**src/rtl/timetag_pkg.sv**
```systemverilog
// Shared types and defaults for the FX2 slave-FIFO byte writer.
package timetag_pkg;

  typedef enum logic [1:0] {
    IDLE   = 2'd0,
    FILL   = 2'd1,
    COMMIT = 2'd2
  } wr_state_e;

  localparam int unsigned PKT_BYTES_DEF    = 512;
  localparam int unsigned IDLE_TIMEOUT_DEF = 4096;
  localparam int unsigned TMR_W            = 16;

endpackage

```
**src/rtl/commit_timer.sv**
```systemverilog
// Idle timer that flags when a partial packet has sat unwritten long enough to commit.
module commit_timer
  import timetag_pkg::*;
#(
  parameter int unsigned TIMEOUT = IDLE_TIMEOUT_DEF
) (
  input  logic clk,
  input  logic reset_n,
  input  logic reload,
  input  logic run,
  input  logic busy,
  output logic expire
);

  localparam logic [TMR_W-1:0] RELOAD_VAL = TMR_W'(TIMEOUT);
  localparam logic [TMR_W-1:0] ONE        = TMR_W'(1);

  logic [TMR_W-1:0] idle_tmr;

  always_ff @(posedge clk) begin
    if (!reset_n) begin
      idle_tmr <= RELOAD_VAL;
    end else if (reload) begin
      idle_tmr <= RELOAD_VAL;
    end else if (run && idle_tmr != '0) begin
      idle_tmr <= idle_tmr - ONE;
    end
  end

  // A byte being loaded or held this cycle beats the expiry; the pending write reloads the timer.
  assign expire = run & ~reload & ~busy & (idle_tmr == ONE);

endmodule

```
**src/rtl/fx2_byte_writer.sv**
```systemverilog
// Streams upstream bytes into an FX2 slave FIFO and commits short packets after an idle gap.
module fx2_byte_writer
  import timetag_pkg::*;
#(
  parameter int unsigned PKT_BYTES    = PKT_BYTES_DEF,
  parameter int unsigned IDLE_TIMEOUT = IDLE_TIMEOUT_DEF
) (
  input  logic       clk,
  input  logic       reset_n,
  input  logic [7:0] data,
  input  logic       data_rdy,
  output logic       data_ack,
  input  logic       fifo_full_n,
  output logic [7:0] fd,
  output logic       slwr_n,
  output logic       pktend_n
);

  localparam int unsigned      CNT_W    = $clog2(PKT_BYTES);
  localparam logic [CNT_W-1:0] CNT_LAST = CNT_W'(PKT_BYTES - 1);
  localparam logic [CNT_W-1:0] CNT_ONE  = CNT_W'(1);

  wr_state_e        state, state_nxt;
  logic [7:0]       hold_data;
  logic             hold_valid;
  logic [CNT_W-1:0] byte_cnt;
  logic             drain, load, cnt_wrap, expire, pkt_fire;

  assign drain    = hold_valid & fifo_full_n & (state != COMMIT);
  assign load     = reset_n & data_rdy & (~hold_valid | drain);
  assign data_ack = load;
  assign cnt_wrap = drain & (byte_cnt == CNT_LAST);

  // NOTE: clocked blocks use non-blocking assignments so every register samples pre-edge values.
  always_ff @(posedge clk) begin
    if (!reset_n) begin
      hold_valid <= 1'b0;
      hold_data  <= 8'h00;
    end else if (load) begin
      hold_valid <= 1'b1;
      hold_data  <= data;
    end else if (drain) begin
      hold_valid <= 1'b0;
    end
  end

  always_ff @(posedge clk) begin
    if (!reset_n) begin
      fd       <= 8'h00;
      slwr_n   <= 1'b1;
      pktend_n <= 1'b1;
    end else begin
      slwr_n   <= ~drain;
      pktend_n <= ~pkt_fire;
      if (drain) fd <= hold_data;
    end
  end

  // Power-of-two packet size: the counter wraps on its own with no pktend.
  always_ff @(posedge clk) begin
    if (!reset_n)      byte_cnt <= '0;
    else if (pkt_fire) byte_cnt <= '0;
    else if (drain)    byte_cnt <= byte_cnt + CNT_ONE;
  end

  commit_timer #(.TIMEOUT(IDLE_TIMEOUT)) u_timer (
    .clk     (clk),
    .reset_n (reset_n),
    .reload  (drain),
    .run     (byte_cnt != '0),
    .busy    (hold_valid | load),
    .expire  (expire)
  );

  always_ff @(posedge clk) begin
    if (!reset_n) state <= IDLE;
    else          state <= state_nxt;
  end

  // NOTE: default the combinational outputs first so no path leaves them unassigned (no latch).
  always_comb begin
    state_nxt = state;
    case (state)
      IDLE:    if (drain) state_nxt = FILL;
      FILL: begin
        if (cnt_wrap)    state_nxt = IDLE;
        else if (expire) state_nxt = COMMIT;
      end
      COMMIT:  if (fifo_full_n) state_nxt = IDLE;
      default: state_nxt = IDLE;
    endcase
  end

  always_comb begin
    pkt_fire = 1'b0;
    if (state == COMMIT && fifo_full_n) pkt_fire = 1'b1;
  end

endmodule

```
**config.mk**
```make
export PLATFORM = sky130hd
export DESIGN_NAME = fx2_byte_writer
export DESIGN_NICKNAME = d
export VERILOG_FILES = /design/src/rtl/timetag_pkg.sv /design/src/rtl/commit_timer.sv /design/src/rtl/fx2_byte_writer.sv
export SDC_FILE = /design/constraint.sdc
export NUM_CORES = 1
export LEC_CHECK = 0
export ABC_AREA = 1
export CORE_UTILIZATION = 45
export DETAILED_ROUTE_END_ITERATION = 6
export GPL_ROUTABILITY_DRIVEN = 0
export PLACE_DENSITY = 0.76
export SYNTH_ARGS = -nofsm -noshare
export SYNTH_HDL_FRONTEND = slang
export SYNTH_SLANG_ARGS = --single-unit
```
**constraint.sdc**
```tcl
create_clock -name clk -period 2 [get_ports clk]
set_clock_uncertainty 0.1 [all_clocks]
set_input_delay 0.4 -clock clk [delete_from_list [all_inputs] [get_ports clk]]
set_output_delay 0.4 -clock clk [all_outputs]
set_load 0.005 [all_outputs]
```
======== Word-level counts from Yosys, hierarchy flattened ========
Index checks and enable logic that the tools add are counted.
cells by class
  $add $sub $neg .......................... 2
  eq/ne operators ......................... 8
  muxes and demuxes ....................... 8
  bitwise gates (word level) .............. 15
  reductions and logical operators ........ 9
operators by type and width
  cell                     count
  $eq A16 B1 Y1 const B    1
  $reduce_bool A16 Y1      1
  $sub A16 B1 Y16 const B  1
  $add A9 B1 Y9 const B    1
  $eq A9 B9 Y1 const B     1
  $reduce_bool A9 Y1       1
  $and A1 B1 Y1            8
  $mux W2                  4
  $ne A2 B2 Y1 const B     3
  $pmux W2 S3              1
  $not A1 Y1               5
  $reduce_or A2 Y1         2
  $mux W1                  3
  $ne A3 B3 Y1 const B     1
  $reduce_and A3 Y1        1
  $eq A2 B1 Y1 const B     1
  $eq A2 B2 Y1 const B     1
  $logic_and A1 B1 Y1      2
  $logic_not A2 Y1         1
  $or A1 B1 Y1             2
  $reduce_bool A2 Y1       1
storage, ports and cells
  register bits after elaboration ......... 46
  input port bits ......................... 12
  output and inout bits ................... 11
  word-level logic and storage cells ...... 50

======== Depth between registers and ports, before layout ========
Gate-level depths: netlist of the first run.
  depth after elaboration ................. 11
  depth in mapped cells ................... 10
  gate-level depth less buffers ........... 10

======== Modules after synthesis ========
From an unflattened synthesis of the first run, not the netlist that was laid out.
second synthesis, totals
  cell total of the unflattened synthesis .. 326
  area, all modules ....................... 2265.9 µm²
by module, submodules not included
  module           times used  cells an instance  area an instance (µm²)  sequential area each (µm²)
  fx2_byte_writer  1           167                1241.2                  600.6
  commit_timer     1           159                1024.7                  320.3

======== Worst setup path after synthesis of the first run ========
OpenSTA, ideal clock, no wires.
  path type ............................... reg2reg
  from .................................... register byte_cnt[0]
  to ...................................... register state[1]
  library setup time ...................... 117 ps
  arrival ................................. 1405 ps
  required time ........................... 1783 ps
  slack ................................... 378 ps
  cell stages (with the launch flop) ...... 10
  buffers on the path ..................... 0
  period minus slack after synthesis ...... 1622 ps
  path through ............................ dfxtp_1 > ha_1 > nand4_1 > nor3_1 > ha_1 > inv_1 > o21ai_0 > inv_1 > o21ai_0 > nor2_1
between the ends
  word-level cells in the longest chain between the ends .. 6
  elaborated cells on any way between the ends .. 10
  classes of those cells .................. eq/ne (2); mux (2); bitwise (4); reduce/logical (2)
RTL lines
  element                      line                   RTL
  from (decl)                  fx2_byte_writer.sv:26  logic [CNT_W-1:0] byte_cnt;
  from (signal assigned)       fx2_byte_writer.sv:63  else if (drain) byte_cnt <= byte_cnt + CNT_ONE;
  $reduce_bool A9 Y1           fx2_byte_writer.sv:70  .run (byte_cnt != '0),
  $and A1 B1 Y1 (3 in series)  commit_timer.sv:31     assign expire = run & ~reload & ~busy & (idle_tmr == ONE);
  $ne A3 B3 Y1 (no line)       -
  $reduce_and A3 Y1 (no line)  -
  to (signal assigned)         fx2_byte_writer.sv:77  else state <= state_nxt;
  to (decl)                    fx2_byte_writer.sv:23  wr_state_e state, state_nxt;
Several ways; a longest one is shown, not always the timed one.
A chain may end at the register's enable or synchronous reset.

======== Worst setup path after layout of the first run ========
  from .................................... register hold_valid
  to ...................................... output port data_ack
between the ends
  word-level cells in the longest chain between the ends .. 4
  elaborated cells on any way between the ends .. 5
  classes of those cells .................. bitwise (5)
RTL lines
  element                      line                   RTL
  from (decl)                  fx2_byte_writer.sv:25  logic hold_valid;
  from (signal assigned)       fx2_byte_writer.sv:37  hold_valid <= 1'b0;
  from (signal assigned)       fx2_byte_writer.sv:40  hold_valid <= 1'b1;
  from (signal assigned)       fx2_byte_writer.sv:43  hold_valid <= 1'b0;
  $and A1 B1 Y1 (2 in series)  fx2_byte_writer.sv:29  assign drain = hold_valid & fifo_full_n & (state != COMMIT);
  $or A1 B1 Y1 *               fx2_byte_writer.sv:30  assign load = reset_n & data_rdy & (~hold_valid | drain);
  $and A1 B1 Y1 *              fx2_byte_writer.sv:30
  to (decl)                    fx2_byte_writer.sv:12  output logic data_ack,
Mark *: on every way between the ends. The rest lies on a longest branch, timed or not.

==> results.md, run 1 <==
- CP required: 1.50 ns
- Gr ovfl total: 0
- Post-Synth Simple-Gate Area: 35.05%
- Synth-to-layout area growth: 20.02%
- Library cells used by synthesis: 26
- I/O Buffers: 22
- Die Ht: 73.20 um
- Die Span X: 73.20 um
- Syn nets: 344
- Hold endpoint: fd[1]$_SDFFE_PN0P_
- Pwr/cell area: 985.0 mW/mm2
- DRT antenna net count: 0
- First-pass GRT wire length: 7810 um
- Highest Clock Rate: 552.9 MHz
- DR iter-0 viols: 118
- Initial Util: 47.66%
- Mapped Area: 0.002281 mm2
- Most used routing layer: met2
- Largest stage delay, worst path: 0.35 ns
- FF-to-FF path depth: 9
- CTS Buffer Depth: 2
- CTS H-tree depth: 2
- Synth top area share: 40.37%
- WHS Path Cells: 2
- Tot GR Track Use: 18.68%
- XOR/XNOR Fraction of Synth Area: 3.072%
- Reg2reg end: state[1]$_SDFFE_PN0P_
- Post-CTS Hold Buffers: 0
- Cell family with most CP delay: simple AND/OR/NAND/NOR gates
- Via count: 2,043
- Worst slew margin: 78.42%
- Met2 usage: 30.76%
- Reg2Reg Setup Slack: 0.21 ns
- #FFs+latches synth: 46
- Worst Setup Start Kind: flop
- Top post-synthesis cells by area: dfxtp_1 (40%), nand2_1 (14%), nor2_1 (7.6%), inv_1 (5.3%), nand3_1 (4.4%)
- RSZ-0062 raised after global routing: false
- Met3 usage in global routing: 5.801%
- Worst skew pair latency: 0.30 ns
- Endpoints failing hold: 0
- TritonCTS Buffers: 5
- RR Startpoint: byte_cnt[0]$_SDFFE_PP0P_
- Crit path capture type: output pin
- Hold Crit Class: flop to flop
- Placeable Area: 0.004786 mm2
- Clock transition at path regs: 0.09 ns
- Sequential fraction of the synthesis area: 40.37%
- Ant diodes: 0
- Register area: 923.4 um2
- CTS tree: yes
- Largest family of logic cells by synthesized area: simple AND/OR/NAND/NOR gates
- Share of cells above drive strength 1: 13.06%
- Total number of yosys warnings: 0
- Per-cell routed wire length: 10.68 um
- Cell Area, Placed: 0.002605 mm2
- HP Start: fd[1]$_SDFFE_PN0P_
- Instance count of the mapped netlist: 326
- Mux cell area share after synthesis: 0%
- M1 GR Usage: 22.68%
- HPWL after DPL: 3289 um
- Clock root buffer: clkbuf_8
- Vias in the first global route: 1,872
- Final nets: 377
- Largest net degree at the start of global routing: 19
- DR vias/cell: 4.785
- Synth Area in Compound Gates: 10.04%
- Critical path depth: 7
- Slew Limit Fails: 0
- Worst-path cell chain: nand2_2 > inv_2 > nand2_2 > nand2_1 > nand2_2 > nor2_4 > dlygate4sd2_1
- Die ar.: 0.005358 mm2
- Worst-path maximum fanout: 3
- Worst path slowest cell: dfxtp_2
- Non-Filler Instances: 427
- I/O pin total: 23
- Routed WL: 4559 um
- Crit-path most repeated cell: nand2_2
- Syn avg cell area: 6.997 um2
- Worst path bufs/invs: 2
- Drt pass-1 iters: 4
- Critical Path AT: 1.31 ns
- Post-Synth Adder-Cell Area: 3.291%
- Fillers: 444
- Status: finished clean
- Minimum clock period: 1.809 ns
- Multi-input logic area: 0.001181 mm2
- Peak supply drop: 0.0004970 V
- Fin area: 0.002738 mm2
- DR DRC count: 0
- Site row count: 25
- Slew at the pin with the worst max-slew slack: 0.3233 ns
- Yosys top cell by area: dfxtp_1
- Setup violations, final: 0
- Leak: 1.211 nW
- Max-cap violations: 0
- Initial antenna violation count: 0
- Placed cells: 418
- Sink Count: 46
- Final period utilization: 90.43%
- Crit Path Category: flop to output pin
## cell families (layout without fill, tap and decap cells)
| family | Yosys count | after routing |
|---|---|---|
| adder cells (fa/ha/maj) | 6 | 6 |
| XOR/XNOR | 8 | 8 |
| AO/OA/AOI/OAI | 41 | 41 |
| buffers and inverters | 42 | 76 |
| flip-flops | 46 | 46 |
| AND/OR/NAND/NOR | 183 | 183 |
## sequential cells by signal (all words and copies together) (netlist names)
register and cells:
fd 8, u_timer.idle_tmr 16, pktend_n 1, byte_cnt 9, state 2, slwr_n 1
hold_data 8, hold_valid 1
## metal layers
| layer | vias to the layer above | share of wire (%) |
|---|---|---|
| li1 | 1093 | - |
| met1 | 900 | 47 |
| met2 | 38 | 46 |
| met3 | 12 | 4.8 |
| met4 | 0 | 2.1 |
| met5 | - | 0 |
## tightest hold or removal path, stage by stage, from the launching register on
cell and delay [ns]:
dfxtp_1 0.32, nand2_1 0.06, nand2_1 0.04
## synth_stat cells (all sizes together)
| cell type | instances |
|---|---|
| inv | 35 |
| nor2 | 53 |
| nand3 | 20 |
| clkbuf | 1 |
| a21oi | 24 |
| nand3b | 3 |
| buf | 6 |
| o21ai | 15 |
| o21bai | 1 |
| nor4 | 1 |
| dfxtp | 46 |
| a211oi | 1 |
| ha | 6 |
| nand4 | 3 |
| nand2 | 96 |
| xor2 | 6 |
| xnor2 | 2 |
| nor3 | 7 |
## where the power goes
| part | leakage [nW] | switching, W | internal (W) |
|---|---|---|---|
| clock network | 0.0591 | 0.000343 | 0.000382 |
| logic | 0.777 | 0.000553 | 0.000333 |
| registers | 0.375 | 0.0000855 | 0.00100 |
## metrics by stage
stage | setup WS (ns) | hold WS, ns | util [%] | power [W] | setup TNS (ns)
after floorplan | 0.3778 | 0.3283 | - | 0.001821 | 0
after global placement | -0.3021 | 0.3282 | 54.43 | 0.001962 | -0.3021
after detailed placement | -0.3693 | 0.3361 | 54.43 | 0.001982 | -0.4711
after CTS | 0.1118 | 0.3573 | 56.94 | 0.002708 | 0
after global routing | 0.04687 | 0.3793 | 57.20 | 0.002884 | 0
final | 0.1914 | 0.3527 | 57.20 | 0.002696 | 0
## cell type report
class | instances | area share [%]
Multi-Input combinational cell | 238 | 43.14
Sequential cell | 46 | 33.73
Timing Repair Buffer | 33 | 11.01
Inverter | 35 | 4.799
Tap cell | 67 | 3.062
Clock buffer | 5 | 2.514
Clock inverter | 3 | 1.737
## worst max path at each step
| stage | from | end | slack [ns] |
|---|---|---|---|
| after floorplan | byte_cnt[0]$_SDFFE_PP0P_ | state[1]$_SDFFE_PN0P_ | 0.38 |
| after global placement | fifo_full_n | data_ack | -0.30 |
| after detailed placement | fifo_full_n | data_ack | -0.37 |
| after CTS | byte_cnt[0]$_SDFFE_PP0P_ | state[1]$_SDFFE_PN0P_ | 0.11 |
| after global routing | byte_cnt[0]$_SDFFE_PP0P_ | state[1]$_SDFFE_PN0P_ | 0.05 |
| final | hold_valid$_SDFFE_PN0P_ | data_ack | 0.19 |
## timing repair
action,4_1_cts,5_1_grt
endpoints found under the setup margin,1,2
setup buffers,0,1
pin swaps,0,1
resized for setup,7,2
## layout by cell type, fill, tap and decap left out, types with 2 or more instances in the layout
cell type and instances:
nand4_1 3, nand2_2 7, xnor2_1 2, buf_4 11
nor2_1 46, dfxtp_1 44, dfxtp_2 2, nor2_2 5
nor2_4 2, clkdlybuf4s50_1 20, o21ai_0 14, a21oi_1 19
a21oi_2 5, inv_2 4, nand3_1 20, nor3_1 6
xor2_1 6, ha_1 6, inv_1 31, nand3b_1 3
nand2_4 2, clkbuf_8 5, nand2_1 87, inv_6 2
Note: power is estimated with default switching activity, not from simulation.
==> run 2, diff against run 1 <==
--- a/config.mk
+++ b/config.mk
@@ -10,6 +10,7 @@
 export DETAILED_ROUTE_END_ITERATION = 6
 export GPL_ROUTABILITY_DRIVEN = 0
 export PLACE_DENSITY = 0.76
+export SETUP_SLACK_MARGIN = 0.05
 export SYNTH_ARGS = -nofsm -noshare
 export SYNTH_HDL_FRONTEND = slang
 export SYNTH_SLANG_ARGS = --single-unit
==> run 2 against run 1 <==
  * Combinational power is essentially flat
  * Final area increased by 0.32%
  * Largest power group unchanged
  * Largest cell class unchanged
  * Flip-flop and latch count stayed put
  * Final cell count unchanged
==> results.md, run 2 (synthesis gave the netlist of run 1 again) <==
- Clock root buffer: clkbuf_8 (unchanged)
- CTS H-tree depth: 2 (unchanged)
- Minimum clock period: 1.814 ns (was 1.809 ns)
- Per-cell routed wire length: 10.78 um (was 10.68 um)
- Final period utilization: 90.71% (was 90.43%)
- Post-place setup slack: -0.3693 ns (unchanged)
- Slew at the pin with the worst max-slew slack: 0.3319 ns (was 0.3233 ns)
- DRT antenna net count: 0 (unchanged)
- Fin util: 57.39% (was 57.20%)
- CP required: 1.50 ns (about the same)
- Placed cells: 418 (unchanged)
- Leak: 1.210 nW (was 1.211 nW)
- Die Ht: 73.20 um (unchanged)
- Site row count: 25 (unchanged)
- Highest Clock Rate: 551.2 MHz (was 552.9 MHz)
- RSZ-0062 raised after global routing: false (unchanged)
- Fillers: 445 (was 444)
- Largest net degree at the start of global routing: 19 (unchanged)
- Die ar.: 0.005358 mm2 (unchanged)
- Cell family with most CP delay: simple AND/OR/NAND/NOR gates (unchanged)
- Via count: 2,054 (was 2,043)
- Crit path capture type: output pin (unchanged)
- CTS tree: yes (unchanged)
- Tot GR Track Use: 18.68% (unchanged)
- TritonCTS Buffers: 5 (unchanged)
- Ant diodes: 0 (unchanged)
- Gr ovfl total: 0 (unchanged)
- DR vias/cell: 4.810 (was 4.785)
- Worst-path maximum fanout: 3 (unchanged)
- Drt pass-1 iters: 5 (was 4)
- Final nets: 377 (unchanged)
- Peak supply drop: 0.0004956 V (was 0.0004970 V)
- Die Span X: 73.20 um (unchanged)
- HPWL after DPL: 3289 um (unchanged)
- Non-Filler Instances: 427 (unchanged)
- Vias in the first global route: 1,872 (unchanged)
- Max reg flops: 16 (unchanged)
- Worst hold slack: 0.3528 ns (was 0.3527 ns)
- Worst slew margin: 77.85% (was 78.42%)
- Sink Count: 46 (unchanged)
- CTS Buffer Depth: 2 (unchanged)
- Routed WL: 4605 um (was 4559 um)
- Slew Limit Fails: 0 (unchanged)
- Multi-input logic area: 0.001187 mm2 (was 0.001181 mm2)
- Register area: 925.9 um2 (was 923.4 um2)
- Worst-path cell chain: nand2_2 > inv_2 > nand2_2 > nand2_1 > nand2_2 > nor2_4 > dlygate4sd2_1 (unchanged)
- Worst Setup Start Kind: flop (unchanged)
- Setup TNS: 0 ns (unchanged)
- Status: finished clean (unchanged)
- Setup violations, final: 0 (unchanged)
- Worst path bufs/invs: 2 (unchanged)
- Worst skew pair latency: 0.30 ns (about the same)
- Initial Util: 47.66% (unchanged)
- Hold Crit Class: flop to flop (unchanged)
- Largest Register: u_timer.idle_tmr (unchanged)
- Placeable Area: 0.004786 mm2 (unchanged)
- DR iter-0 viols: 124 (was 118)
- Crit-path most repeated cell: nand2_2 (unchanged)
- Most frequent cells in the layout: nand2_1 (87), nor2_1 (46), dfxtp_1 (42) (was nand2_1 (87), nor2_1 (46), dfxtp_1 (44))
- Critical Path AT: 1.31 ns (about the same)
- Most common cell after layout, fill and taps aside: nand2_1 (unchanged)
- Largest stage delay, worst path: 0.36 ns (was 0.35 ns)
- Share of cells above drive strength 1: 14.17% (was 13.06%)
- Max-cap violations: 0 (unchanged)
- Synth-to-layout area growth: 20.41% (was 20.02%)
- Pwr/cell area: 983.9 mW/mm2 (was 985.0 mW/mm2)
- Final setup margin: 0.1859 ns (was 0.1914 ns)
- I/O pin total: 23 (unchanged)
- Post-CTS Hold Buffers: 0 (unchanged)
- I/O Buffers: 22 (unchanged)
- Worst path slowest cell: dfxtp_2 (unchanged)
- DR DRC count: 0 (unchanged)
- Initial antenna violation count: 0 (unchanged)
- First-pass GRT wire length: 7810 um (unchanged)
- Crit Path Category: flop to output pin (unchanged)
- Clock transition at path regs: 0.10 ns (was 0.09 ns)
- Endpoints failing hold: 0 (unchanged)
- Top Registers: u_timer.idle_tmr x16, byte_cnt x9 (unchanged)
## run 2: cell counts in the layout (fill, tap and decap cells not counted)
Identical to the previous run, type by type.
## run 2: power breakdown
| group | switching, W | leakage, nW | internal (W) |
|---|---|---|---|
| logic | 0.000554 | 0.775 | 0.000334 |
| clock network | 0.000347 | 0.0591 | 0.000382 |
| registers | 0.0000862 | 0.376 | 0.00100 |
## run 2: path summary, 6_finish.rpt
| check | startpoint | endpoint | slack, ns | depth (start not counted) |
|---|---|---|---|---|
| setup / recovery | hold_valid$_SDFFE_PN0P_ | data_ack | 0.19 | 7 |
| hold / removal | fd[1]$_SDFFE_PN0P_ | fd[1]$_SDFFE_PN0P_ | 0.35 | 2 |
| setup reg to reg | byte_cnt[1]$_SDFFE_PP0P_ | state[1]$_SDFFE_PN0P_ | 0.23 | 9 |
| hold reg to reg | fd[1]$_SDFFE_PN0P_ | fd[1]$_SDFFE_PN0P_ | 0.35 | 2 |
## run 2: worst reg2reg max path, stage by stage (launching register included)
cell      delay [ns]
dfxtp_1         0.37
ha_2            0.20
nand4_1         0.16
nor3_2          0.22
ha_1            0.18
inv_1           0.04
o21ai_1         0.16
o21bai_2        0.16
nand2_1         0.07
nor2_1          0.07
## run 2: area by class of cell
type                            count  area share, %
Tap cell                           67          3.052
Multi-Input combinational cell    238          43.23
Timing Repair Buffer               33          10.98
Sequential cell                    46          33.71
Clock inverter                      3          1.731
Inverter                           35          4.784
Clock buffer                        5          2.506
## run 2: what timing repair did
item,CTS,global route
setup buffers,0,1
pin swaps,0,2
gates resized for setup,7,7
hold endpoints to repair,0,0
setup endpoints to repair,1,2
## run 2: metal layers
metal / GRT usage, % / wire length [um] / share of wire (%)
met1: 22.68 / 2136 / 46
met3: 5.801 / 242 / 5.3
met2: 30.76 / 2159 / 47
met5: 0 / 0 / 0
met4: 7.190 / 67 / 1.5
## run 2: per-stage QoR
step                total power, W  instance area, um2
floorplan                 0.001821                2281
global placement          0.001962                2605
detailed placement        0.001982                2605
CTS                       0.002708                2725
global route              0.002887                2746
finish                    0.002702                2746
==> run 3, diff against run 2 <==
--- a/config.mk
+++ b/config.mk
@@ -9,8 +9,9 @@
 export CORE_UTILIZATION = 45
 export DETAILED_ROUTE_END_ITERATION = 6
 export GPL_ROUTABILITY_DRIVEN = 0
-export PLACE_DENSITY = 0.76
+export PLACE_DENSITY = 0.68
 export SETUP_SLACK_MARGIN = 0.05
 export SYNTH_ARGS = -nofsm -noshare
 export SYNTH_HDL_FRONTEND = slang
 export SYNTH_SLANG_ARGS = --single-unit
+export TNS_END_PERCENT = 5
==> constraint.sdc (replaced) <==
create_clock -name clk -period 1.5 [get_ports clk]
set_clock_uncertainty 0.1 [all_clocks]
set_input_delay 0.3 -clock clk [delete_from_list [all_inputs] [get_ports clk]]
set_output_delay 0.3 -clock clk [all_outputs]
set_load 0.005 [all_outputs]
==> run 3 against run 2 <==
  * Setup slack worse by 0.30 ns
  * Clock-buffer cell count grew 1
  * Critical path depth increased by 2
  * Global-route usage is 2.1 points higher
  * The run now ends with negative setup slack left
  * Non-clock buffer count rose by 33
  * Largest cell class unchanged
  * Sequential share of layout area fell by 3.2 points
  * Register-to-register slack lost 0.35 ns
  * Clock power increased by 30%
  * Wire length increased by 7.3%
==> results.md, run 3 (synthesis gave the netlist of run 1 again) <==
- HP Start: fd[1]$_SDFFE_PN0P_ (unchanged)
- Hold Crit Class: flop to flop (unchanged)
- Routed WL: 4943 um (was 4605 um)
- Synth-to-layout area growth: 34.23% (was 20.41%)
- Placeable Area: 0.004786 mm2 (unchanged)
- Ant diodes: 0 (unchanged)
- Largest Register: u_timer.idle_tmr (unchanged)
- Endpoints failing hold: 0 (unchanged)
- Reg2Reg Setup Slack: -0.12 ns (was 0.23 ns)
- Worst slew margin: 81.84% (was 77.85%)
- Site row count: 25 (unchanged)
- Die ar.: 0.005358 mm2 (unchanged)
- Cell Area, Placed: 0.002835 mm2 (was 0.002605 mm2)
- Final nets: 410 (was 377)
- FF-to-FF path depth: 9 (unchanged)
- Slew Limit Fails: 0 (unchanged)
- Fin util: 63.97% (was 57.39%)
- Peak supply drop: 0.0007111 V (was 0.0004956 V)
- Final setup margin: -0.1166 ns (was 0.1859 ns)
- Die Span X: 73.20 um (unchanged)
- Per-cell routed wire length: 10.77 um (was 10.78 um)
- RSZ-0062 raised after global routing: true (was false)
- DR iter-0 viols: 70 (was 124)
- CTS Buffer Depth: 2 (unchanged)
- Most frequent cells in the layout: nand2_1 (84), buf_4 (42), nor2_1 (40) (was nand2_1 (87), nor2_1 (46), dfxtp_1 (42))
- CTS tree: yes (unchanged)
- Setup violations, final: 17 (was 0)
- Leak: 1.417 nW (was 1.210 nW)
- Minimum clock period: 1.617 ns
- Max reg flops: 16 (unchanged)
- Largest net degree at the start of global routing: 19 (unchanged)
- Hold endpoint: fd[1]$_SDFFE_PN0P_ (unchanged)
- RR Startpoint: byte_cnt[1]$_SDFFE_PP0P_ (unchanged)
- Most common cell after layout, fill and taps aside: nand2_1 (unchanged)
- Initial Util: 47.66% (unchanged)
- HPWL after DPL: 3518 um (was 3289 um)
- Failing checks: negative setup slack
- Worst-path maximum fanout: 2 (was 3)
- Status: complete, but fails checks (was finished clean)
- Worst hold slack: 0.3425 ns (was 0.3528 ns)
- Share of cells above drive strength 1: 27.81% (was 14.17%)
- TritonCTS Buffers: 5 (unchanged)
- Initial antenna violation count: 0 (unchanged)
- Crit path capture type: flop (was output pin)
- Critical Path AT: 1.75 ns (was 1.31 ns)
- Max-cap violations: 0 (unchanged)
- Sink Count: 46 (unchanged)
- Gr ovfl total: 0 (unchanged)
- Reg2reg end: state[1]$_SDFFE_PN0P_ (unchanged)
- First-pass GRT wire length: 8638 um (was 7810 um)
- I/O Buffers: 22 (unchanged)
- WHS Path Cells: 2 (unchanged)
- Clock root buffer: clkbuf_8 (unchanged)
- DR vias/cell: 4.632 (was 4.810)
- Pwr/cell area: 1239 mW/mm2 (was 983.9 mW/mm2)
- Slew at the pin with the worst max-slew slack: 0.2713 ns (was 0.3319 ns)
- Drt pass-1 iters: 4 (was 5)
- CTS H-tree depth: 2 (unchanged)
- Setup TNS: -0.6985 ns (was 0 ns)
- Worst skew pair latency: 0.30 ns (about the same)
- I/O pin total: 23 (unchanged)
- Final period utilization: 107.8%
- Top Registers: u_timer.idle_tmr x16, byte_cnt x9 (unchanged)
- Vias in the first global route: 1,966 (was 1,872)
- Tot GR Track Use: 20.81% (was 18.68%)
- DRT antenna net count: 0 (unchanged)
- DR DRC count: 0 (unchanged)
- Highest Clock Rate: 618.6 MHz
- Via count: 2,126 (was 2,054)
- Crit Path Category: flop to flop (was flop to output pin)
- Clock transition at path regs: 0.08 ns (was 0.10 ns)
- Fin area: 0.003062 mm2 (was 0.002746 mm2)
- Worst Setup Start Kind: flop (unchanged)
- CP required: 1.64 ns (was 1.50 ns)
- Crit path from: byte_cnt[1]$_SDFFE_PP0P_ (was hold_valid$_SDFFE_PN0P_)
- Die Ht: 73.20 um (unchanged)
-- run 3: cell count changes in the layout (fill, tap and decap cells not counted), moves of 3 or more --
cell and delta:
nor2_2 +6, a21oi_2 +4, clkdlybuf4s50_1 -10, dfxtp_2 +7, nand2_1 -3, nor2_1 -6, dlygate4sd2_1 +10, a21oi_1 -4
buf_4 +31, dfxtp_1 -7
-- run 3: how the worst max path moves through the flow --
stage | to | slack (ns) | depth (start not counted)
finish | state[1]$_SDFFE_PN0P_ | -0.12 | 9
global route | state[1]$_SDFFE_PN0P_ | -0.19 | 9
CTS | state[1]$_SDFFE_PN0P_ | -0.09 | 9
detailed placement | data_ack | -0.60 | 8
global placement | data_ack | -0.59 | 8
floorplan | state[0]$_SDFFE_PN0P_ | -0.04 | 8
-- run 3: area by class of cell --
cell class | count | area [um2]
Multi-Input combinational cell | 238 | 1257
Clock buffer | 6 | 82.58
Timing Repair Buffer | 66 | 539.3
Clock inverter | 1 | 30.03
Tap cell | 67 | 83.83
Inverter | 35 | 133.9
Fill cell | 411 | 1724
Sequential cell | 46 | 934.6
-- run 3: where the power goes --
group / switching [W] / internal (W) / total (W) / leakage [nW]
Sequential: 0.0000976 / 0.00133 / 0.00143 / 0.380
Combinational: 0.000838 / 0.000582 / 0.00142 / 0.980
Clock: 0.000409 / 0.000533 / 0.000943 / 0.0573
Total: 0.00134 / 0.00245 / 0.00379 / 1.42
-- run 3: layer usage --
metal  wire length [um]  global-route usage [%]  vias up  part of all wire, %
met5                  0                       0        -                    0
met4                 29                   6.318        0                 0.59
met2               2414                   35.19       36                   49
li1                   -                       -     1157                    -
met3                207                   4.696        2                  4.2
met1               2291                   26.26      931                   46
-- run 3: worst max-delay path, stage by stage (launching register included) --
cell,delay (ns)
dfxtp_2,0.36
ha_4,0.14
nand4_1,0.15
nor3_2,0.15
ha_2,0.19
inv_2,0.03
o21ai_2,0.12
o21bai_4,0.15
nand2_2,0.07
nor2_2,0.09
-- run 3: what timing repair did --
item | 4_1_cts | 5_1_grt
endpoints found under the hold margin | 0 | 0
hold buffers | 0 | 0
setup endpoints to repair | 41 | 31
pin swaps | 6 | 1
cloned | 0 | 0
resized for setup | 34 | 15
setup buffers | 6 | 0
-- run 3: per-stage QoR --
stage / setup WS [ns] / instances / total power, W
2_1_floorplan: -0.03532 / 326 / 0.002431
3_3_place_gp: -0.5870 / 446 / 0.002757
3_5_place_dp: -0.6020 / 446 / 0.002778
4_1_cts: -0.08873 / 459 / 0.003765
6_report: -0.1166 / 459 / 0.003794
5_1_grt: -0.1862 / 459 / 0.004090
==> variant: new RTL, settings of run 3 <==
The package constant `IDLE_TIMEOUT_DEF` goes from 4096 to 2048.
--- a/src/rtl/timetag_pkg.sv
+++ b/src/rtl/timetag_pkg.sv
@@ -8,7 +8,7 @@
   } wr_state_e;
 
   localparam int unsigned PKT_BYTES_DEF    = 512;
-  localparam int unsigned IDLE_TIMEOUT_DEF = 4096;
+  localparam int unsigned IDLE_TIMEOUT_DEF = 2048;
   localparam int unsigned TMR_W            = 16;
 
 endpackage
Function: same outputs for any inputs over 10 cycles, from zero or initial values and one cycle with reset_n low; that may be too few to reach the edited logic, so the function may still have changed.
==> variant against run 3 <==
  * The flow still finishes with violations (negative setup slack)
  * Worst hold slack better by 4.8 ps
  * Wire length up 2.3%
  * Core utilization down 0.47 points
  * Design area down 0.74%
  * Synthesized cell count down 0.61%
  * Critical path depth unchanged
  * Global-route usage up 0.40 points
  * Sequential power about the same
  * Combinational power down 8%
  * Area after synthesis about the same
  * Largest cell class unchanged
  * Worst setup slack worse by 5.8 ps
  * Clock power down 18%
  * Sequential cell count unchanged
  * Total power down 7.7%
==> variant: results (changes against run 3) <==
Placed Instances=445 (was 446); drt first pass iters=7 (was 4); met3 usage=0.06354 (was 0.04696); met3 wire len=214 µm (was 207 µm); Overall Global Routing Usage=0.2121 (was 0.2081); Final WS setup=-122.4 ps (was -116.6 ps); Clock power frac=0.220 (was 0.249); dpl ws=-613.4 ps (was -602.0 ps); Post-Route WL=5059 µm (was 4943 µm); clk pwr=771 µW (was 943 µW); Non-CTS buffers=67 (was 66); Slew HR=0.8085 (was 0.8184); Peak VDD IR=0.6238 mV (was 0.7111 mV); status=complete, but fails checks (unchanged); synth top area cells=dfxtp_1, nand2_1, nor2_1, inv_1, nand3_1 (unchanged); Hold Path End=fd[2] (was fd[1]); Setup TNS=-655.5 ps (was -698.5 ps); most instantiated cells after synthesis=nand2_1, dfxtp_1, nor2_1 (unchanged); Initial Utilization=0.4763 (was 0.4766); Yosys cell types=28 (was 26); wire length on met2=2491 µm (was 2414 µm); vias=2178 (was 2126); GRT met1 Usage=0.2589 (was 0.2626); DP HPWL=3586 µm (was 3518 µm); clock network area share=0.02964 (was 0.03678); layout cells sized above 1=0.2755 (was 0.2781); met2 GRT Util=0.3570 (was 0.3519); DP Area=2856 µm² (was 2835 µm²); Non-clk invs=34 (was 35); Ant. Diodes=0 (unchanged); nets@finish=409 (was 410); global-route wire length before repair=8680 µm (was 8638 µm); max layer used=met4 (unchanged); final hold slack=347.3 ps (was 342.5 ps); sequential share of cell area=0.3075 (was 0.3053); Final setup violation count=18 (was 17); met1 WL=2334 µm (was 2291 µm); RR Startpoint=byte_cnt[0] (was byte_cnt[1]); top flop regs=u_timer.idle_tmr x16, byte_cnt x9 (unchanged); Hold Path Cell Cnt=2 (unchanged); comb pwr=1.30 mW (was 1.42 mW); post-synthesis sequential area ratio=0.4040 (was 0.4037); Post-Syn Instances=324 (was 326); multi-input combinational area share=0.4109 (was 0.4107); hold_sp=fd[2] (was fd[1]); switching part of the total power=0.3704 (was 0.3544); failing checks=negative setup slack (unchanged); syn_nets=342 (was 344); Non-clock buffer share=0.1816 (was 0.1761); fillers=428 (was 411); vias in the first global route=1939 (was 1966); Static Leak=1.390 nW (was 1.417 nW); comb_multi_in=237 (was 238)
[variant: cell types whose count changed after synthesis, sizes merged]
cell	run 3	this run
nor2	53	52
inv	35	34
[variant: repair_timing]
action | in CTS | in global routing
resized for setup | 33 | 11
pin swaps | 7 | 4
cloned | 0 | 0
setup buffers | 5 | 1
setup endpoints to repair | 37 | 31
[variant: kinds of logic after synthesis]
group,synth area share
buffers and inverters,0.07903
adder cells (fa/ha/maj),0.03293
XOR/XNOR,0.03074
flip-flops,0.4040
AND/OR/NAND/NOR,0.3513
AO/OA/AOI/OAI,0.1021
[variant: worst max-delay path by stage]
stage,startpoint,endpoint,slack [ps]
finish,byte_cnt[0],state[1],-120
global route,byte_cnt[1],state[1],-230
CTS,byte_cnt[1],state[1],-120
detailed placement,fifo_full_n,data_ack,-610
global placement,fifo_full_n,data_ack,-590
floorplan,byte_cnt[1],state[0],-40
